<file path="src/rtl/crc_frame_serializer.sv">
// Parallel-to-serial framer: shifts a payload word out MSB-first, then a CRC_W-bit trailer.
// Build option: define CRC_APPEND_EN to send the computed CRC as the trailer (default: zeros).
module crc_frame_serializer #(
   parameter int               DATA_W = 32,
   parameter int               CRC_W  = 8,
   parameter logic [CRC_W-1:0] POLY   = 8'h07
) (
   input  logic              clk,
   input  logic              rst_n,
   input  logic [DATA_W-1:0] data_in,
   input  logic              data_valid,
   output logic              data_ready,
   output logic              ser_out,
   output logic              ser_valid,
   output logic              sof,
   output logic              eof,
   output logic [CRC_W-1:0]  crc_out
);

   localparam int FRAME_LEN = DATA_W + CRC_W;
   localparam int CNT_W     = (FRAME_LEN > 1) ? $clog2(FRAME_LEN) : 1;
   localparam logic [CNT_W-1:0] LAST_IDX = CNT_W'(FRAME_LEN - 1);
   localparam logic [CNT_W-1:0] TAIL_IDX = CNT_W'(DATA_W);

   typedef enum logic [1:0] {IDLE, DATA, TAIL} state_t;

   state_t             state_reg;
   logic [DATA_W-1:0]  shift_reg;
   logic [CRC_W-1:0]   lfsr_reg;
   logic [CRC_W-1:0]   crc_reg;
   logic [CNT_W-1:0]   bit_cnt_reg;
   logic               ser_out_reg;
   logic               ser_valid_reg;
   logic               sof_reg;
   logic               eof_reg;
`ifdef CRC_APPEND_EN
   logic [CRC_W-1:0]   tail_reg;
`endif

   logic               accept;
   logic [CNT_W-1:0]   next_idx;

   function automatic logic [CRC_W-1:0] crc_step(input logic [CRC_W-1:0] c, input logic b);
      logic [CRC_W-1:0] r;
      r = c << 1;
      if (c[CRC_W-1] ^ b)
         r = r ^ POLY;
      return r;
   endfunction

   // Ready while idle or while the last trailer bit is on the wire, so frames can abut.
   assign data_ready = rst_n && (state_reg == IDLE || eof_reg);
   assign accept     = data_valid && data_ready;
   assign next_idx   = bit_cnt_reg + CNT_W'(1);

   assign ser_out   = ser_out_reg;
   assign ser_valid = ser_valid_reg;
   assign sof       = sof_reg;
   assign eof       = eof_reg;
   assign crc_out   = crc_reg;

   always_ff @(posedge clk or negedge rst_n) begin
      if (!rst_n) begin
         state_reg     <= IDLE;
         shift_reg     <= '0;
         lfsr_reg      <= '0;
         crc_reg       <= '0;
         bit_cnt_reg   <= '0;
         ser_out_reg   <= 1'b0;
         ser_valid_reg <= 1'b0;
         sof_reg       <= 1'b0;
         eof_reg       <= 1'b0;
`ifdef CRC_APPEND_EN
         tail_reg      <= '0;
`endif
      end else begin
         sof_reg <= 1'b0;
         eof_reg <= 1'b0;
         if (state_reg == IDLE || eof_reg) begin
            if (accept) begin
               // The first bit goes out straight away; the LFSR starts from zero with it.
               state_reg     <= DATA;
               bit_cnt_reg   <= '0;
               ser_out_reg   <= data_in[DATA_W-1];
               ser_valid_reg <= 1'b1;
               sof_reg       <= 1'b1;
               shift_reg     <= data_in << 1;
               lfsr_reg      <= crc_step('0, data_in[DATA_W-1]);
            end else begin
               state_reg     <= IDLE;
               ser_out_reg   <= 1'b0;
               ser_valid_reg <= 1'b0;
            end
         end else begin
            bit_cnt_reg <= next_idx;
            eof_reg     <= (next_idx == LAST_IDX);
            if (next_idx < TAIL_IDX) begin
               ser_out_reg <= shift_reg[DATA_W-1];
               shift_reg   <= shift_reg << 1;
               lfsr_reg    <= crc_step(lfsr_reg, shift_reg[DATA_W-1]);
            end else if (next_idx == TAIL_IDX) begin
               state_reg <= TAIL;
               crc_reg   <= lfsr_reg;
`ifdef CRC_APPEND_EN
               ser_out_reg <= lfsr_reg[CRC_W-1];
               tail_reg    <= lfsr_reg << 1;
`else
               ser_out_reg <= 1'b0;
`endif
            end else begin
`ifdef CRC_APPEND_EN
               ser_out_reg <= tail_reg[CRC_W-1];
               tail_reg    <= tail_reg << 1;
`else
               ser_out_reg <= 1'b0;
`endif
            end
         end
      end
   end

endmodule

</file>
<file path="config.mk">
export PLATFORM = sky130hd
export DESIGN_NAME = crc_frame_serializer
export DESIGN_NICKNAME = d
export VERILOG_FILES = /design/src/rtl/crc_frame_serializer.sv
export SDC_FILE = /design/constraint.sdc
export NUM_CORES = 1
export LEC_CHECK = 0
export ABC_AREA = 1
export ABC_CLOCK_PERIOD_IN_PS = 2300
export BUFFER_PORTS_ARGS = -buffer_cell sky130_fd_sc_hd__buf_2
export CAP_MARGIN = 25
export CORE_UTILIZATION = 56
export DETAILED_ROUTE_END_ITERATION = 8
export PLACE_DENSITY_LB_ADDON = 0.2
export SLEW_MARGIN = 20
export SYNTH_ARGS = -nofsm -noshare
export SYNTH_HDL_FRONTEND = slang
export SYNTH_SLANG_ARGS = --single-unit
</file>
<file path="constraint.sdc">
create_clock -name clk -period 2.3 [get_ports clk]
set_clock_uncertainty 0.1 [all_clocks]
set_input_delay 0.23 -clock clk [delete_from_list [all_inputs] [get_ports clk]]
set_output_delay 0.23 -clock clk [all_outputs]
set_load 0.005 [all_outputs]
</file>
* Yosys cells after proc, flatten, opt, wreduce, memory -nomap -nowiden
Index checks and enable logic that the tools add are counted.
Word-level totals: register bits 60, word-level logic and storage cells 48
Cells by class: $add $sub $neg 1, magnitude comparators 1, eq/ne operators 4, muxes and demuxes 20, bitwise gates (word level) 4, reductions and logical operators 9
Operators by type and width (number):
- $mux W32 | 3
- $mux W8 | 3
- $eq A6 B6 Y1 const B | 2
- $mux W6 | 2
- $mux W1 | 7
- $add A6 B1 Y6 const B | 1
- $lt A6 B6 Y1 const B | 1
- $mux W2 | 3
- $mux W3 | 2
- $ne A2 B2 Y1 const B | 2
- $reduce_and A2 Y1 | 2
- $reduce_bool A2 Y1 | 2
- $not A3 Y3 | 1
- $reduce_and A3 Y1 | 1
- $logic_and A1 B1 Y1 | 2
- $logic_not A2 Y1 | 1
- $not A1 Y1 | 2
- $logic_or A1 B1 Y1 | 1
- $xor A1 B1 Y1 | 1

* Depth between registers and ports, before layout
depth after elaboration 6, mapped depth 10, depth with buffers taken out 10

* Worst setup path after synthesis
Ideal clock, no wire load.
path type register to register, start register bit_cnt_reg[0], end register crc_reg[0], in the netlist crc_out[0], data arrival time 1.396 ns, required time 2.083 ns, path slack 0.688 ns, stages on the path, launching flop included 10, cells stage by stage dfrtp_1 > ha_1 > inv_1 > nand2_1 > nand2_1 > nand3_1 > nor2_4 > nand2_2 > nand2_1 > nand2_1
Between the ends: longest elaborated chain between the ends 4
Ends and longest elaborated chain:
- from (decl) | line 31 | logic [CNT_W-1:0] bit_cnt_reg;
- from (signal assigned) | line 95 | bit_cnt_reg <= next_idx;
- $add A6 B1 Y6 * | line 54 | assign next_idx = bit_cnt_reg + CNT_W'(1);
- $lt A6 B6 Y1 | line 97 | if (next_idx < TAIL_IDX) begin
- $not A1 Y1 (no source line)
- $reduce_and A3 Y1 (no source line) *
- to (signal assigned) | line 103 | crc_reg <= lfsr_reg;
- to (decl) | line 30 | logic [CRC_W-1:0] crc_reg;
Every way passes the cells marked *; elsewhere a longest branch is shown, timed or not. A chain may end at the register's enable or synchronous reset.

* Worst setup path in the final report
start input rst_n, end register bit_cnt_reg[1]
Between the ends: longest elaborated chain between the ends 3
Ends and longest elaborated chain:
- from (decl) | line 9 | input logic rst_n,
- $logic_and A1 B1 Y1 | line 52 | assign data_ready = rst_n && (state_reg == IDLE || eof_reg);
- $logic_and A1 B1 Y1 | line 53 | assign accept = data_valid && data_ready;
- $ne A2 B2 Y1 (no source line)
Every way passes these cells.

==> reports/metrics.yaml <==
grt_pass1_vias: 2360
synthAdderAreaFrac: 0.00844
crit_type: "in2reg"
syn_nets: 445
required_ns: 2.40
port_buffers: 47
cts_tree: "yes"
cts.sinks: 59
grt_setup_unrepaired: "false"
fp-row-count: 26
synth_xor_area_frac: 0
ios: 48
ys_seq_elements: 59
dp_hpwl_mm: 4.07
drc_errors: 0
gp_congestion: 0.806
synth_edf_count: 0
setup_tns_ns: 0
area_delta_synth_final_pct: 16.1
post-place-ws_ns: 0.371
report.final.slew_viol_count: 0
maxCapViolCount: 0
num-fill-cells: 460
fin_crit_sh: 0.848
synthMuxAreaShare: 0
fmax_mhz: 513
drive_gt1_frac: 0.166
grt_max_degree: 61
worst_slew_pin_slew_ns: 0.742
cts_buffer_depth: 2
netlist_instances: 408
relSlewSlack: 0.505
irDropWorstVdd_mv: 0.785
cp-end-kind: "flop"
multiInputGateArea_um2: 1300
arrival_ns: 2.05
hp-start: "data_in[0]"
cp-startpoint: "rst_n"
synth-compound-area-share: 0.0241
postSynthAreaPerCell_um2: 7.27
yosys.area.top_type: "dfrtp_1"
antenna_cells: 0
r2r-start: "bit_cnt_reg[0]"
synth.top_cells.by_count: "nand2_1 (219), dfrtp_1 (59), nand3_1 (56), inv_1 (19), nor2_1 (10)"
antenna_found_initial: 0
grt_usage: 0.246
synthFlopType: "dfrtp_1"
start_kind: "input port"
drt_iter0_drc: 222
setup_ws_ns: 0.350
viasPerCell: 5.05
leakage_nw: 1.98
yosys.area_share.simple: 0.405
largest_register_ffs: 31
finalNetCount: 490
worstSkewPairLatency_ns: 0.33
path_clk_slew_ns: 0.06
async_flop_share: 1.00
yosysMostFrequentCell: "nand2_1"
grt.overflow.total: 0
fin_crit_ns: 1.95
coreArea_um2: 5110
seq_area_um2: 1480
drt_pass1_iterations: 5
fp.dieH_um: 74.8
netlist_area_um2: 2970
cts_root_buffer: "clkbuf_8"
vias: 2668
synth_top_family_by_area: "simple AND/OR/NAND/NOR gates"
netlist_top_cells_area: "dfrtp_1 (50%), nand2_1 (28%), nand3_1 (9.5%), inv_1 (2.4%), buf_2 (1.5%)"
powerDensity_nw_per_um2: 1400
routedWlPerCell_um: 12.1
die_x_um: 74.8
synth_cell_types: 20
outcome: "complete, no violations"
seq_area_frac_synth: 0.498
setup_viol: 0
cts-htree-levels: 3
crit_path_max_fanout: 60
dieArea_um2: 5590
yosysWarnings: 0
hold_path.class: "in2reg"
totalWireLength_mm: 6.38
ant_nets: 0
hold_viol: 0
initial_core_util: 0.581
synth_top_area_share: 0.498
grt_pass1_wl_mm: 10.4
numCtsBuffers: 9
what timing repair did:
item                      4_1_cts  5_1_grt
hold endpoints to repair       55        0
setup buffers                   0        0
hold buffers                    1        0
resized for setup               0        0
path summary, 6_finish.rpt:
path | end | slack [ns] | cells past startpoint
min in group asynchronous | bit_cnt_reg[1] | 0.48 | 3
max | bit_cnt_reg[1] | 0.35 | 7
min reg2reg | crc_out[6] | 0.37 | 2
min | shift_reg[1] | 0.03 | 3
max in group asynchronous | shift_reg[11] | 1.11 | 3
max reg2reg | crc_out[2] | 0.35 | 9
cell usage in the layout (no fill, tap or decap):
cell / n
nand2_1: 219
dfrtp_1: 59
nand3_1: 56
buf_2: 47
inv_1: 19
clkbuf_8: 13
nor2_1: 10
o21ai_0: 7
buf_4: 6
nand2_2: 3
nor2_2: 2
nand4_1: 2
o22ai_1: 2
ha_1: 2
clkbuf_1: 2
clkinv_1: 1
o21ai_4: 1
and3_1: 1
o21bai_1: 1
inv_2: 1
nor2_4: 1
clkinv_2: 1
dlygate4sd3_1: 1
buf_12: 1
per-stage QoR:
stage / instances / hold WS, ns / cell area, µm² / total power [mW] / util
after CTS: 528 / 0.0265 / 3440 / 4.87 / 0.674
after floorplan: 408 / -0.166 / 2970 / 3.44 / -
after global routing: 528 / 0.0364 / 3440 / 5.28 / 0.674
after global placement: 511 / 0.346 / 3240 / 3.88 / 0.634
after detailed placement: 511 / 0.350 / 3240 / 3.95 / 0.634
final: 528 / 0.0298 / 3440 / 4.83 / 0.674
critical path, cell delays in order:
cell,delay [ns]
dlygate4sd3_1,0.51
buf_2,0.10
buf_4,0.57
and3_1,0.37
nor2_1,0.08
nand2_1,0.06
o21ai_0,0.07
cell type report:
| cell class | instances | share of cell area |
|---|---|---|
| inverters | 21 | 0.0229 |
| flip-flops and latches | 59 | 0.429 |
| clock inverters | 1 | 0.00145 |
| well taps | 70 | 0.0254 |
| repair buffers | 55 | 0.0901 |
| clock buffers | 15 | 0.0542 |
| multi-input cells | 307 | 0.377 |
cell families after synthesis:
family | after synthesis
AO/OA/AOI/OAI | 11
AND/OR/NAND/NOR | 294
flip-flops | 59
adder cells (fa/ha/maj) | 2
buffers and inverters | 42
routing by layer:
layer	vias to the layer above	part of all wire	wire length, µm	GRT usage
li1	1354	-	-	-
met1	1224	0.45	2870	0.304
met2	78	0.49	3140	0.418
met3	12	0.042	269	0.0482
met4	0	0.017	106	0.109
met5	-	0	0	0
power by group:
group          switching [mW]  internal, mW  total [mW]
clock                   0.395         0.509       0.903
combinational            1.46         0.757        2.21
sequential              0.270          1.45        1.72
Power figures use the tool's default switching activity.
